File: src/rtl/matriz_led_varredura.sv
// Purpose : scans a 5-column x 7-row LED matrix from a double-buffered 35-bit frame.
// Latency : every output is registered and follows the FSM state by one cycle.
//           One frame takes 1 + 5*(BLANK_CYC+ON_CYC) cycles.
// Backpressure: none. ch7 low stops the scan on the next edge; ch7 high restarts at column A.
//
// Ports:
//   clk, reset           clock and synchronous active-high reset
//   ch6                  frame select (0 = codigoMap, 1 = codigoAtk), sampled only in LOAD
//   ch7                  display enable
//   codigoMap/codigoAtk  35-bit frames; column c, row r is bit 7*c+r
//   scan_code            decoder code of the active column (A=0,B=4,C=2,D=6,E=1)
//   col, row             one-hot column enable and active-high row data
//   frame_done, busy     end-of-frame pulse and not-idle flag
module matriz_led_varredura #(
    parameter int ON_CYC    = 16,
    parameter int BLANK_CYC = 2
) (
    input  logic        clk,
    input  logic        reset,
    input  logic        ch6,
    input  logic        ch7,
    input  logic [34:0] codigoMap,
    input  logic [34:0] codigoAtk,
    output logic [3:0]  scan_code,
    output logic [4:0]  col,
    output logic [6:0]  row,
    output logic        frame_done,
    output logic        busy
);

    localparam int MAX_CYC = (ON_CYC > BLANK_CYC) ? ON_CYC : BLANK_CYC;
    localparam int CW      = (MAX_CYC > 1) ? $clog2(MAX_CYC) : 1;

    localparam logic [CW-1:0] ON_LAST    = CW'(ON_CYC - 1);
    localparam logic [CW-1:0] BLANK_LAST = CW'((BLANK_CYC > 0) ? BLANK_CYC - 1 : 0);

    typedef enum logic [1:0] {IDLE, LOAD, BLANK, DRIVE} state_t;

    state_t        state;
    logic [2:0]    idx;
    logic [CW-1:0] cnt;
    logic [34:0]   frame_buf;

    function automatic logic [3:0] code_of(input logic [2:0] i);
        case (i)
            3'd0:    code_of = 4'd0;
            3'd1:    code_of = 4'd4;
            3'd2:    code_of = 4'd2;
            3'd3:    code_of = 4'd6;
            default: code_of = 4'd1;
        endcase
    endfunction

    always_ff @(posedge clk) begin
        if (reset) begin
            state      <= IDLE;
            idx        <= 3'd0;
            cnt        <= '0;
            frame_buf  <= '0;
            scan_code  <= 4'd0;
            col        <= 5'd0;
            row        <= 7'd0;
            frame_done <= 1'b0;
            busy       <= 1'b0;
        end else if (!ch7) begin
            // Disable wins over everything, including the end-of-frame pulse.
            state      <= IDLE;
            idx        <= 3'd0;
            cnt        <= '0;
            scan_code  <= 4'd0;
            col        <= 5'd0;
            row        <= 7'd0;
            frame_done <= 1'b0;
            busy       <= 1'b0;
        end else begin
            frame_done <= 1'b0;
            busy       <= (state != IDLE);
            case (state)
                IDLE: begin
                    scan_code <= 4'd0;
                    col       <= 5'd0;
                    row       <= 7'd0;
                    state     <= LOAD;
                end
                LOAD: begin
                    // The only place the frame inputs are sampled, so a scan never tears.
                    frame_buf <= ch6 ? codigoAtk : codigoMap;
                    idx       <= 3'd0;
                    cnt       <= '0;
                    scan_code <= 4'd0;
                    col       <= 5'd0;
                    row       <= 7'd0;
                    state     <= (BLANK_CYC == 0) ? DRIVE : BLANK;
                end
                BLANK: begin
                    // The decoder code settles while all rows are dark.
                    scan_code <= code_of(idx);
                    col       <= 5'd0;
                    row       <= 7'd0;
                    if (cnt == BLANK_LAST) begin
                        cnt   <= '0;
                        state <= DRIVE;
                    end else begin
                        cnt <= cnt + CW'(1);
                    end
                end
                DRIVE: begin
                    scan_code <= code_of(idx);
                    col       <= 5'b00001 << idx;
                    row       <= frame_buf[7*32'(idx) +: 7];
                    if (cnt == ON_LAST) begin
                        cnt <= '0;
                        if (idx == 3'd4) begin
                            frame_done <= 1'b1;
                            state      <= LOAD;
                        end else begin
                            idx   <= idx + 3'd1;
                            state <= (BLANK_CYC == 0) ? DRIVE : BLANK;
                        end
                    end else begin
                        cnt <= cnt + CW'(1);
                    end
                end
                default: state <= IDLE;
            endcase
        end
    end

endmodule

File: config.mk
export PLATFORM = sky130hd
export DESIGN_NAME = matriz_led_varredura
export DESIGN_NICKNAME = d
export VERILOG_FILES = /design/src/rtl/matriz_led_varredura.sv
export SDC_FILE = /design/constraint.sdc
export NUM_CORES = 1
export LEC_CHECK = 0
export CAP_MARGIN = 5
export CELL_PAD_IN_SITES_DETAIL_PLACEMENT = 2
export CELL_PAD_IN_SITES_GLOBAL_PLACEMENT = 2
export CORE_UTILIZATION = 29
export CTS_CLUSTER_DIAMETER = 60
export DETAILED_ROUTE_END_ITERATION = 10
export PLACE_DENSITY = 0.8
export SETUP_SLACK_MARGIN = 0.4
export SLEW_MARGIN = 20
export SYNTH_ARGS = -nofsm -noshare
export SYNTH_HDL_FRONTEND = slang
export SYNTH_SLANG_ARGS = --single-unit
File: constraint.sdc
create_clock -name clk -period 1.7 [get_ports clk]
set_input_delay 0.34 -clock clk [delete_from_list [all_inputs] [get_ports clk]]
set_output_delay 0.34 -clock clk [all_outputs]
set_load 0.02 [all_outputs]
==> results.py <==
metrics = {
    "outcome": {
        "status": "completed",
    },
    "power_and_ir_drop": {
        "swShare_pct": 27.5,
        "seqPwrFrac_pct": 45.1,
        "ir_worst_vdd_mv": 0.301,
        "combPwrFrac_pct": 17.4,
        "power_leakage_nw": 1.71,
        "p_switching_uw": 926,
        "total_power_mw": 3.36,
        "power.internal_mw": 2.44,
        "power_frac_clock_pct": 37.5,
        "power_density_mw_per_mm2": 707,
    },
    "setup_path": {
        "crit_type": "reg2reg",
        "cp.required_ps": 1940,
        "reg2reg_to": "row[3]",
        "worstSetupEndpointType": "register",
        "rrSetupSlack_ps": 200,
        "arrival_ps": 1740,
        "r2r_cells": 4,
        "start_kind": "register",
        "reg2reg_from": "idx[0]",
        "worst-path-max-fanout": 5,
    },
    "hold_path": {
        "hp-start": "reset",
        "hold_class": "in2reg",
        "hold_depth": 3,
        "hold-path-endpoint": "col[4]",
    },
    "layout": {
        "fin_util_pct": 46.4,
        "antenna_cells": 0,
        "final_cells": 539,
        "layout_commonest_cell": "clkdlybuf4s50_1",
        "area_growth_pct": 56.0,
        "final_nets": 480,
        "n_fill_cell": 1030,
        "drive_gt1_share_pct": 34.0,
        "final_cell_mix": "clkdlybuf4s50_1, dfxtp_1, nor2_1, mux2i_1, a211oi_2",
    },
    "logic_synthesis": {
        "async_flop_share_pct": 0,
        "synth_top_area_share_pct": 40.1,
        "avgSynthCellArea_sq_um": 10.4,
        "yosys_warnings": 0,
        "seq_area_frac_synth_pct": 40.1,
        "synth_cells": 293,
        "synthFlopType": "dfxtp_1",
        "synth-seq-cells": 61,
        "syn_nets": 374,
        "synth_cell_types": 39,
        "netlist_area_sq_mm": 0.00305,
        "synth.area.top_cells": "dfxtp_1, a211oi_2, mux2i_1",
        "synth_top_area_cell": "dfxtp_1",
        "synth_edf_count": 0,
    },
    "clock_tree": {
        "htree_levels": 3,
        "root_buffer": "clkbuf_8",
        "insertion_delay_ps": 350,
        "clk_pin_slew_ps": 70,
        "clk_path_buf_depth": 2,
        "tritoncts": "yes",
        "holdBufCountCts": 0,
        "cts_buffers": 9,
        "clock-sinks": 61,
    },
    "floorplan": {
        "core_sq_mm": 0.0102,
        "io_pins": 92,
        "start_util_pct": 29.8,
        "num_rows": 37,
        "die_area_sq_mm": 0.0109,
        "fp.dieW_um": 104,
        "die_h_um": 104,
    },
    "route": {
        "drt-pass1-iter-count": 4,
        "vias": 2774,
        "drcViolationCount": 0,
        "vias_per_cell": 5.15,
        "ant_nets": 0,
        "wl_per_cell_um": 23.6,
        "drt-total-wl_mm": 12.7,
        "drtIter0Drc": 84,
    },
    "global_routing": {
        "grt_pass1_wl_mm": 16.9,
        "track_usage_pct": 20.4,
        "grt_start_max_net_pins": 36,
        "grt_pass1_vias": 2936,
        "antenna_found_initial": 0,
        "grt_overflow": 0,
    },
    "sta": {
        "min_period_ps": 1500,
        "final_max_slew_viol_count": 0,
        "setup-tns-final_ps": 0,
        "fin_worst_skew_ps": 7.32,
        "worst_pin_slew_ps": 640,
        "fin_crit_sh_pct": 88.4,
        "rsz0062_at_grt": "yes",
        "finalHoldViolCount": 0,
        "setup_viol_count_final": 0,
        "slew_headroom_pct": 57.4,
        "timing.fmax_mhz": 666,
    },
    "placement": {
        "routabilityCongestion": 0.745,
        "portBuffers": 90,
        "dp.cells": 500,
        "dp_hpwl_mm": 6.46,
    },
    "flow_run": {
        "drv_cap": 0,
    },
}
-- power by group through the flow --
stage / Sequential (mW) / Clock (mW) / Combinational, mW
after floorplan: 1.53 / 0 / 0.260
final: 1.52 / 1.26 / 0.585
after global placement: 1.54 / 0 / 0.469
after detailed placement: 1.54 / 0 / 0.484
after global routing: 1.52 / 1.33 / 0.618
after CTS: 1.51 / 1.22 / 0.515
-- critical path, cell delays in order, from the launching register on --
cell and delay, ps:
dfxtp_4 430, buf_8 160, mux4_2 560, a2bb2oi_2 180, nor2_1 70
-- per-stage QoR --
step | hold slack [ps] | setup WS (ps) | instance area, sq um
floorplan | 462 | 417 | 3060
global placement | 472 | 19.7 | 4060
detailed placement | 491 | -35.8 | 4060
CTS | 349 | 331 | 4510
global route | 406 | 167 | 4750
finish | 385 | 198 | 4750
-- registers in the layout, summed over array words and instances, names as in the netlist --
name        flops
state           2
cnt             4
col             5
row             7
frame_done      1
scan_code       3
busy            1
idx             3
frame_buf      35
-- per-layer routing --
layer  part of all wire, %  GRT usage [%]  wire length (um)
met1                    41           23.9              5170
met2                    52           35.8              6680
met3                   3.8           4.45               488
met4                   3.2           8.67               405
met5                     0              0                 0
-- final cells by class --
class / instances / area, sq um / share of cell area, %
inverters: 4 / 17.5 / 0.369
clock buffers: 14 / 173 / 3.63
clock inverters: 1 / 5.00 / 0.105
flip-flops and latches: 61 / 1240 / 26.2
repair buffers: 122 / 1320 / 27.8
well taps: 136 / 170 / 3.58
multi-input cells: 201 / 1820 / 38.3
-- synth_stat cells, types with 2 or more instances --
library cell,n
a211oi_2,35
a21oi_1,9
a2bb2oi_1,7
and2_1,2
and4_1,2
buf_1,2
buf_2,10
buf_4,7
buf_6,2
clkbuf_1,5
dfxtp_1,61
ha_1,7
inv_1,3
mux2i_1,35
mux4_2,6
nand2_1,12
nand2b_1,2
nand3_1,2
nand4_1,4
nand4b_1,4
nor2_1,48
nor3_1,3
nor3b_1,4
nor4_1,3
o211ai_1,3
o21ai_0,2
-- worst max path at each step --
stage / end / cells past startpoint / start / slack (ps)
finish: row[3] / 4 / idx[0] / 200
global route: row[3] / 4 / idx[0] / 170
CTS: row[1] / 4 / idx[0] / 330
detailed placement: frame_buf[17] / 5 / ch7 / -40
global placement: frame_buf[33] / 5 / ch7 / 20
floorplan: cnt[0] / 4 / cnt[0] / 420
-- logic make-up (layout without fill, tap and decap cells) --
| logic type | count (synthesis) | in the layout | share of synthesized area, % |
|---|---|---|---|
| and+or+nand+nor | 93 | 93 | 15.1 |
| DFF | 61 | 61 | 40.1 |
| AOI/OAI and AO/OA | 58 | 58 | 19.4 |
| muxes | 42 | 42 | 16.8 |
| buffers and inverters | 31 | 141 | 5.63 |
| adders and majority gates | 7 | 7 | 2.88 |
| other | 1 | 1 | 0.123 |
-- what timing repair did --
action,4_1_cts,5_1_grt
endpoints found under the setup margin,71,62
resized for setup,75,36
setup buffers,10,7
gates cloned,2,5
pin swaps,8,28
Power figures use the tool's default switching activity.
